[config.mk]
export PLATFORM = sky130hd
export DESIGN_NAME = snow64_icache_line_fill_flat
export DESIGN_NICKNAME = d
export VERILOG_FILES = /design/src/rtl/snow64_icache_line_fill_if.sv /design/src/rtl/snow64_icache_line_fill.sv /design/src/flat_wrapper.sv
export SDC_FILE = /design/constraint.sdc
export NUM_CORES = 1
export LEC_CHECK = 0
export ABC_AREA = 1
export CAP_MARGIN = 20
export CELL_PAD_IN_SITES_DETAIL_PLACEMENT = 0
export CELL_PAD_IN_SITES_GLOBAL_PLACEMENT = 2
export CORE_ASPECT_RATIO = 0.7
export CORE_MARGIN = 5
export CORE_UTILIZATION = 26
export DETAILED_ROUTE_END_ITERATION = 10
export GPL_TIMING_DRIVEN = 0
export HOLD_SLACK_MARGIN = 0.12
export PLACE_DENSITY_LB_ADDON = 0.1
export SYNTH_ARGS = -nofsm -noshare
export SYNTH_HDL_FRONTEND = slang
export SYNTH_SLANG_ARGS = --single-unit
[constraint.sdc]
create_clock -name clk -period 2 [get_ports clk]
set_clock_uncertainty 0.05 [all_clocks]
set_input_delay 0.4 -clock clk [delete_from_list [all_inputs] [get_ports clk]]
set_output_delay 0.4 -clock clk [all_outputs]
set_load 0.005 [all_outputs]
[src/rtl/snow64_icache_line_fill_if.sv]
// Bundle of the line-fill request, memory beat and completed-line signals.
// slave is the fill engine's view; master is the cache/memory side.
interface snow64_icache_line_fill_if #(
    parameter int WIDTH__LINE = 256,
    parameter int WIDTH__BEAT = 64
);
    logic                   in_req;
    logic [63:0]            in_req_addr;
    logic                   out_valid;
    logic [WIDTH__LINE-1:0] out_data;
    logic                   out_busy;
    logic                   out_mem_req;
    logic [63:0]            out_mem_addr;
    logic                   in_mem_valid;
    logic [WIDTH__BEAT-1:0] in_mem_data;

    modport slave (
        input  in_req, in_req_addr, in_mem_valid, in_mem_data,
        output out_valid, out_data, out_busy, out_mem_req, out_mem_addr
    );

    modport master (
        output in_req, in_req_addr, in_mem_valid, in_mem_data,
        input  out_valid, out_data, out_busy, out_mem_req, out_mem_addr
    );
endinterface

[src/rtl/snow64_icache_line_fill.sv]
// Instruction cache line fill: fetches one line as BEATS sequential memory
// beats and presents the assembled line with a one-cycle completion pulse.
module snow64_icache_line_fill #(
    parameter int WIDTH__LINE = 256,
    parameter int WIDTH__BEAT = 64
) (
    input  logic                          clk,
    input  logic                          rst,
    snow64_icache_line_fill_if.slave      bus
);
    localparam int BEATS      = WIDTH__LINE / WIDTH__BEAT;
    localparam int CNT_W      = $clog2(BEATS);
    localparam int LINE_BYTES = WIDTH__LINE / 8;
    localparam int BEAT_SHIFT = $clog2(WIDTH__BEAT / 8);
    localparam logic [63:0]      BASE_MASK = ~(64'(LINE_BYTES) - 64'd1);
    localparam logic [CNT_W-1:0] LAST_BEAT = CNT_W'(BEATS - 1);

    typedef enum logic {StIdle, StFill} state_t;

    state_t                             state_reg, state_next;
    logic [CNT_W-1:0]                   cnt_reg, cnt_next;
    logic [63:0]                        base_reg, base_next;
    logic [63:0]                        mem_addr_reg, mem_addr_next;
    logic                               mem_req_reg, mem_req_next;
    logic                               valid_reg, valid_next;
    logic [BEATS-1:0][WIDTH__BEAT-1:0]  line_reg, line_next;
    logic [WIDTH__LINE-1:0]             data_reg, data_next;
    logic [BEATS-1:0][WIDTH__BEAT-1:0]  line_merged;
    logic                               beat_accept;

    assign beat_accept = (state_reg == StFill) && mem_req_reg && bus.in_mem_valid;

    // Line buffer with the incoming beat dropped into its slot; only copied
    // to out_data once the final beat lands, so partial lines never escape.
    genvar gi;
    generate
        for (gi = 0; gi < BEATS; gi++) begin : g_slot
            assign line_merged[gi] = (beat_accept && (cnt_reg == CNT_W'(gi)))
                                     ? bus.in_mem_data : line_reg[gi];
        end
    endgenerate

    always_comb begin
        state_next    = state_reg;
        cnt_next      = cnt_reg;
        base_next     = base_reg;
        mem_req_next  = mem_req_reg;
        mem_addr_next = mem_addr_reg;
        valid_next    = 1'b0;
        line_next     = line_reg;
        data_next     = data_reg;
        case (state_reg)
            StIdle: begin
                if (bus.in_req) begin
                    base_next     = bus.in_req_addr & BASE_MASK;
                    mem_addr_next = bus.in_req_addr & BASE_MASK;
                    cnt_next      = '0;
                    mem_req_next  = 1'b1;
                    state_next    = StFill;
                end
            end
            StFill: begin
                if (beat_accept) begin
                    line_next = line_merged;
                    if (cnt_reg == LAST_BEAT) begin
                        mem_req_next = 1'b0;
                        valid_next   = 1'b1;
                        data_next    = line_merged;
                        cnt_next     = '0;
                        state_next   = StIdle;
                    end else begin
                        cnt_next      = cnt_reg + 1'b1;
                        mem_addr_next = base_reg + ((64'(cnt_reg) + 64'd1) << BEAT_SHIFT);
                    end
                end
            end
            default: state_next = StIdle;
        endcase
    end

    always_ff @(posedge clk) begin
        if (rst) begin
            state_reg    <= StIdle;
            cnt_reg      <= '0;
            base_reg     <= '0;
            mem_addr_reg <= '0;
            mem_req_reg  <= 1'b0;
            valid_reg    <= 1'b0;
            line_reg     <= '0;
            data_reg     <= '0;
        end else begin
            state_reg    <= state_next;
            cnt_reg      <= cnt_next;
            base_reg     <= base_next;
            mem_addr_reg <= mem_addr_next;
            mem_req_reg  <= mem_req_next;
            valid_reg    <= valid_next;
            line_reg     <= line_next;
            data_reg     <= data_next;
        end
    end

    assign bus.out_valid    = valid_reg;
    assign bus.out_data     = data_reg;
    assign bus.out_busy     = (state_reg == StFill);
    assign bus.out_mem_req  = mem_req_reg;
    assign bus.out_mem_addr = mem_addr_reg;
endmodule

[src/flat_wrapper.sv]
// flat-port wrapper written by rule: the top's interface ports become plain ports
module snow64_icache_line_fill_flat 
#(
    parameter int WIDTH__LINE = 256,
    parameter int WIDTH__BEAT = 64
)
  (clk, rst, bus_in_req, bus_in_req_addr, bus_in_mem_valid, bus_in_mem_data, bus_out_valid, bus_out_data, bus_out_busy, bus_out_mem_req, bus_out_mem_addr);
  snow64_icache_line_fill_if #(.WIDTH__LINE(WIDTH__LINE), .WIDTH__BEAT(WIDTH__BEAT)) bus_i ();
  input  logic clk;
  input  logic rst;
  input wire logic [$bits(bus_i.in_req)-1:0] bus_in_req;
  input wire logic [$bits(bus_i.in_req_addr)-1:0] bus_in_req_addr;
  input wire logic [$bits(bus_i.in_mem_valid)-1:0] bus_in_mem_valid;
  input wire logic [$bits(bus_i.in_mem_data)-1:0] bus_in_mem_data;
  output wire logic [$bits(bus_i.out_valid)-1:0] bus_out_valid;
  output wire logic [$bits(bus_i.out_data)-1:0] bus_out_data;
  output wire logic [$bits(bus_i.out_busy)-1:0] bus_out_busy;
  output wire logic [$bits(bus_i.out_mem_req)-1:0] bus_out_mem_req;
  output wire logic [$bits(bus_i.out_mem_addr)-1:0] bus_out_mem_addr;
  assign bus_i.in_req = bus_in_req;
  assign bus_i.in_req_addr = bus_in_req_addr;
  assign bus_i.in_mem_valid = bus_in_mem_valid;
  assign bus_i.in_mem_data = bus_in_mem_data;
  assign bus_out_valid = bus_i.out_valid;
  assign bus_out_data = bus_i.out_data;
  assign bus_out_busy = bus_i.out_busy;
  assign bus_out_mem_req = bus_i.out_mem_req;
  assign bus_out_mem_addr = bus_i.out_mem_addr;
  snow64_icache_line_fill #(.WIDTH__LINE(WIDTH__LINE), .WIDTH__BEAT(WIDTH__BEAT)) u_core (.clk(clk), .rst(rst), .bus(bus_i));
endmodule
# --- Word-level counts from Yosys, hierarchy flattened ---
# Cells that the tools add are included.
# Widths: inputs -> output; s select.
op_classes:
  reduce_logical: 14
  n_bitwise: 2
  eq_ne: 7
  mux: 21
  n_addsub: 3
ops:
  columns: ["cell", "n"]
  rows:
  - ["$mux 64", 7]
  - ["$pmux 64 s2", 1]
  - ["$add 64x64->64", 1]
  - ["$reduce_and 3->1", 3]
  - ["$ne 2x2->1 const B", 4]
  - ["$mux 1", 7]
  - ["$logic_and 1x1->1", 6]
  - ["$mux 2", 3]
  - ["$reduce_and 2->1", 3]
  - ["$eq 2x2->1 const B", 2]
  - ["$pmux 1 s2", 2]
  - ["$pmux 2 s2", 1]
  - ["$add 2x1->3 const B", 1]
  - ["$reduce_or 3->1", 1]
  - ["$add 2x1->2 const B", 1]
  - ["$eq 2x1->1 const B", 1]
  - ["$logic_not 2->1", 1]
  - ["$not 1->1", 2]
totals:
  input_bits: 132
  regBits: 640
  output_inout_bits: 323

# --- Depth between registers and ports, before layout ---
depth:
  word_depth: 5
  ltp_mapped: 13

# --- Least setup slack after synthesis ---
# OpenSTA, ideal clock, no wires.
synth_timing:
  kind: "flip-flop to flip-flop"
  from: "register u_core.cnt_reg[0]"
  to: "register u_core.mem_addr_reg[59] (netlist: u_core.bus.out_mem_addr[59])"
  setup_ns: 0.132
  required_time_ns: 1.818
  n_path_buf: 0
  arrival_time_ns: 1.739
  period_less_slack_ns: 1.921
  path_stages_with_launch: 13
  setup_slack_ns: 0.079
  path_cell_list: "dfxtp_1 ha_1 ha_1 ha_1 inv_1 nor2_2 nand2_2 nor2_4 nand2_2 o21ai_0 nand3_1 nand2_1 a21oi_1"
synth_between:
  elab_chain_cells: 5
  elab_cells_between_ends: 8
synth_lines:
  columns: ["element", "line_no", "rtl"]
  rows:
  - ["from (decl)", "snow64_icache_line_fill.sv:21", "logic [CNT_W-1:0] cnt_reg, cnt_next;"]
  - ["from (signal assigned)", "snow64_icache_line_fill.sv:93", "cnt_reg <= cnt_next;"]
  - ["$add 2x1->3", "snow64_icache_line_fill.sv:73", "mem_addr_next = base_reg + ((64'(cnt_reg) + 64'd1) << BEAT_SHIFT);"]
  - ["$add 64x64->64", "snow64_icache_line_fill.sv:73", null]
  - ["$mux 64", "snow64_icache_line_fill.sv:65", "if (cnt_reg == LAST_BEAT) begin"]
  - ["$mux 64", "snow64_icache_line_fill.sv:63", "if (beat_accept) begin"]
  - ["$pmux 64 s2", "snow64_icache_line_fill.sv:52", "case (state_reg)"]
  - ["to (signal assigned)", "snow64_icache_line_fill.sv:95", "mem_addr_reg <= mem_addr_next;"]
  - ["to (decl)", "snow64_icache_line_fill.sv:23", "logic [63:0] mem_addr_reg, mem_addr_next;"]
# Several ways; a longest one is shown, not always the timed one. The select of a mux whose other input is x is not followed.
# A chain may end at the register's enable or synchronous reset.

# --- Worst setup path after layout ---
# Ends and elaborated chain as after synthesis.

==> results.cfg <==
[critical_path]
crit_arrival_ns = 2.64
r2r_cells = 12
required_ns = 2.43
crit_chain = ha_4 -> ha_4 -> ha_4 -> inv_2 -> nor2_4 -> nand2_2 -> nor2_4 -> nand2_2 -> o21ai_1 -> nand3_1 -> nand2_1 -> a21oi_1
startpoint = u_core.cnt_reg[0]
cp_slowest_stage_delay_ns = 0.36
critPathLaunchType = flop
crit_top_cell = ha_4
cp_max_fo = 4
r2r_slack_ns = -0.22
cp-end-kind = flop
r2r_start = u_core.cnt_reg[0]
crit_type = reg2reg
regToRegEndpoint = u_core.bus.out_mem_addr[59]
crit_slowest_cell = dfxtp_4

[layout]
syn2layout_area_growth_pct = 45.8
largest_reg_flops = 256
final_common_cell = dfxtp_1
fin_nets = 3516
final_cell_mix = dfxtp_1, nor2_1, a21oi_1
fillers = 8567
drive_above_1_share = 0.160

[clock_tree]
h-tree-depth = 2
clock_latency_ns = 0.65
hold_buffers = 0
clock-sinks = 573
numCtsBuffers = 61
clk_pin_slew_ns = 0.06
clockBufferDepth = 3
cts_tree = yes
root_buffer = clkbuf_16

[synthesis]
synthMuxAreaShare = 0
yosys_warnings = 0
netlist_area_um2 = 21600
syn_area_per_cell_um2 = 7.68
synth_ff_type = dfxtp_1
synth_edf_count = 0
synthAdderAreaFrac = 0.00406
synthDistinctLibCells = 33
netlist_instances = 2811
synthXorXnorAreaFrac = 0.00770
synthArstFlopShare = 0
synth_compound_area_frac = 0.170
synth_top_family_by_area = simple AND/OR/NAND/NOR gates
yosysSeqAreaShare = 0.531
yosys_register_bits = 573
synthSimpleGateAreaFrac = 0.216

[floorplan]
die_height_um = 251
die_x_um = 354
fp.dieArea_um2 = 89000
core_area_um2 = 82400
start_util = 0.262
pin_count = 455
placementRows = 88

[placement]
gp_congestion = 0.880
numPortBuffers = 445
dp_hpwl_um = 76700

[min_path]
hold-path-endpoint = u_core.base_reg[45]
holdPathStages = 3
worstHoldStart = bus_in_req_addr[45]
hp-class = in2reg

[timing]
setup_tns_ns = -4.74
report.final.slew_viol_count = 0
whs_ns = 0.284
tightest_slew_ns = 0.995
hold_viol = 0
slew-limit-headroom = 0.337
fmax_mhz = 451
period_minus_slack_ns = 2.22
period_share = 1.11
setup_slack_ns = -0.215
rsz0062_at_grt = yes
setup_viol = 76

[grt]
first_global_vias = 20961
grt.overflow.total = 0
grt_pass1_wl_um = 141000
grt_max_degree = 17
track_usage = 0.212
antenna_found_initial = 3

[drt]
routed_wl_um = 99100
via_per_inst = 4.81
vias = 21649
wl_per_cell_um = 22.0
drcViolationCount = 0
ant_nets = 0
first_pass_iters = 5
drt_iter0_drc = 1482

[run_status]
status = complete, but fails checks
violations = setup timing

[power]
leakage_uw = 0.0134
cellPowerDensity_nw_per_um2 = 799
p_int_uw = 18900
vdd_drop_max_uv = 673
clock_power_share = 0.457
seqPwrFrac = 0.469
combPwrFrac = 0.074
power_switching_uw = 6250
switching_share = 0.249

[job]
maxCapViolCount = 0
==> critical path: cells and delay by family (launching register included) <==
family          cells  cell delay [ns]
compound gates      2             0.21
fa+ha+maj           3             0.47
buf+inv             1             0.04
flops               1             0.36
simple gates        6             0.89
==> per-stage QoR <==
| step | cells | power (uW) | utilization | cell area (um^2) | setup WS, ns |
|---|---|---|---|---|---|
| 2_1_floorplan | 2813 | 12800 | - | 21600 | 0.0789 |
| 3_3_place_gp | 4338 | 13800 | 0.333 | 27400 | -1.17 |
| 3_5_place_dp | 4341 | 13800 | 0.333 | 27500 | -1.18 |
| 4_1_cts | 4483 | 25400 | 0.367 | 30200 | -0.158 |
| 5_1_grt | 4504 | 26200 | 0.382 | 31500 | -0.263 |
| 6_report | 4505 | 25200 | 0.382 | 31500 | -0.215 |
==> worst max path at each step <==
stage                                       end  slack (ns)  cells past startpoint
floorplan           u_core.bus.out_mem_addr[59]        0.08                     12
global placement       u_core.bus.out_data[190]       -1.17                      9
detailed placement     u_core.bus.out_data[190]       -1.18                      9
CTS                 u_core.bus.out_mem_addr[57]       -0.16                     12
global route        u_core.bus.out_mem_addr[58]       -0.26                     13
finish              u_core.bus.out_mem_addr[59]       -0.22                     12
==> power groups by stage <==
stage,clock [uW],combinational [uW],sequential [uW]
4_1_cts,11800,1790,11800
6_report,11500,1860,11800
3_5_place_dp,0,1750,12100
2_1_floorplan,0,771,12000
3_3_place_gp,0,1730,12000
5_1_grt,12300,2030,11800
==> logic make-up after synthesis <==
logic type / after synthesis
and+or+nand+nor: 1109
AOI/OAI and AO/OA: 726
DFF: 573
buffers and inverters: 376
xor gates and xnor gates: 19
adders and majority gates: 7
other: 1
==> area by class of cell <==
type / instances / area (um^2) / area share
Buffer: 206 / 1220 / 0.0388
Inverter: 170 / 667 / 0.0212
Sequential cell: 573 / 11600 / 0.367
Multi-Input combinational cell: 1864 / 9690 / 0.308
Clock inverter: 18 / 239 / 0.00759
Timing Repair Buffer: 501 / 5010 / 0.159
Antenna cell: 1 / 2.50 / 0.0000795
Clock buffer: 92 / 1750 / 0.0557
Tap cell: 1080 / 1350 / 0.0429
==> metal layers <==
| metal | part of all wire | global-route usage | vias to the layer above | wire (um) |
|---|---|---|---|---|
| met5 | 0.00013 | 0 | - | 13 |
| met4 | 0.020 | 0.0459 | 2 | 1990 |
| met3 | 0.066 | 0.0506 | 110 | 6570 |
| met2 | 0.41 | 0.307 | 591 | 40800 |
| met1 | 0.50 | 0.317 | 10532 | 49700 |
| li1 | - | - | 10414 | - |
==> synthesized netlist by cell type (all sizes together), types with 2 or more instances <==
library cell  number  area [um^2]
a211oi             5         37.5
a21oi            360         1810
a31oi              2         12.5
buf               69          395
clkbuf           137          515
dfxtp            573        11500
ha                 7         87.6
inv              170          638
nand2            265         1010
nand3            310         1560
nand4             10         62.6
nor2             522         2020
o211ai             2         15.0
o21ai            354         1770
xnor2              6         52.6
xor2              13          114
==> what timing repair did <==
| action | in CTS | in global routing |
|---|---|---|
| endpoints found under the setup margin | 669 | 458 |
| pin swaps | 46 | 69 |
| resized for setup | 430 | 405 |
| gates cloned | 0 | 1 |
| setup buffers | 32 | 20 |
Note: power is estimated with default switching activity, not from simulation.
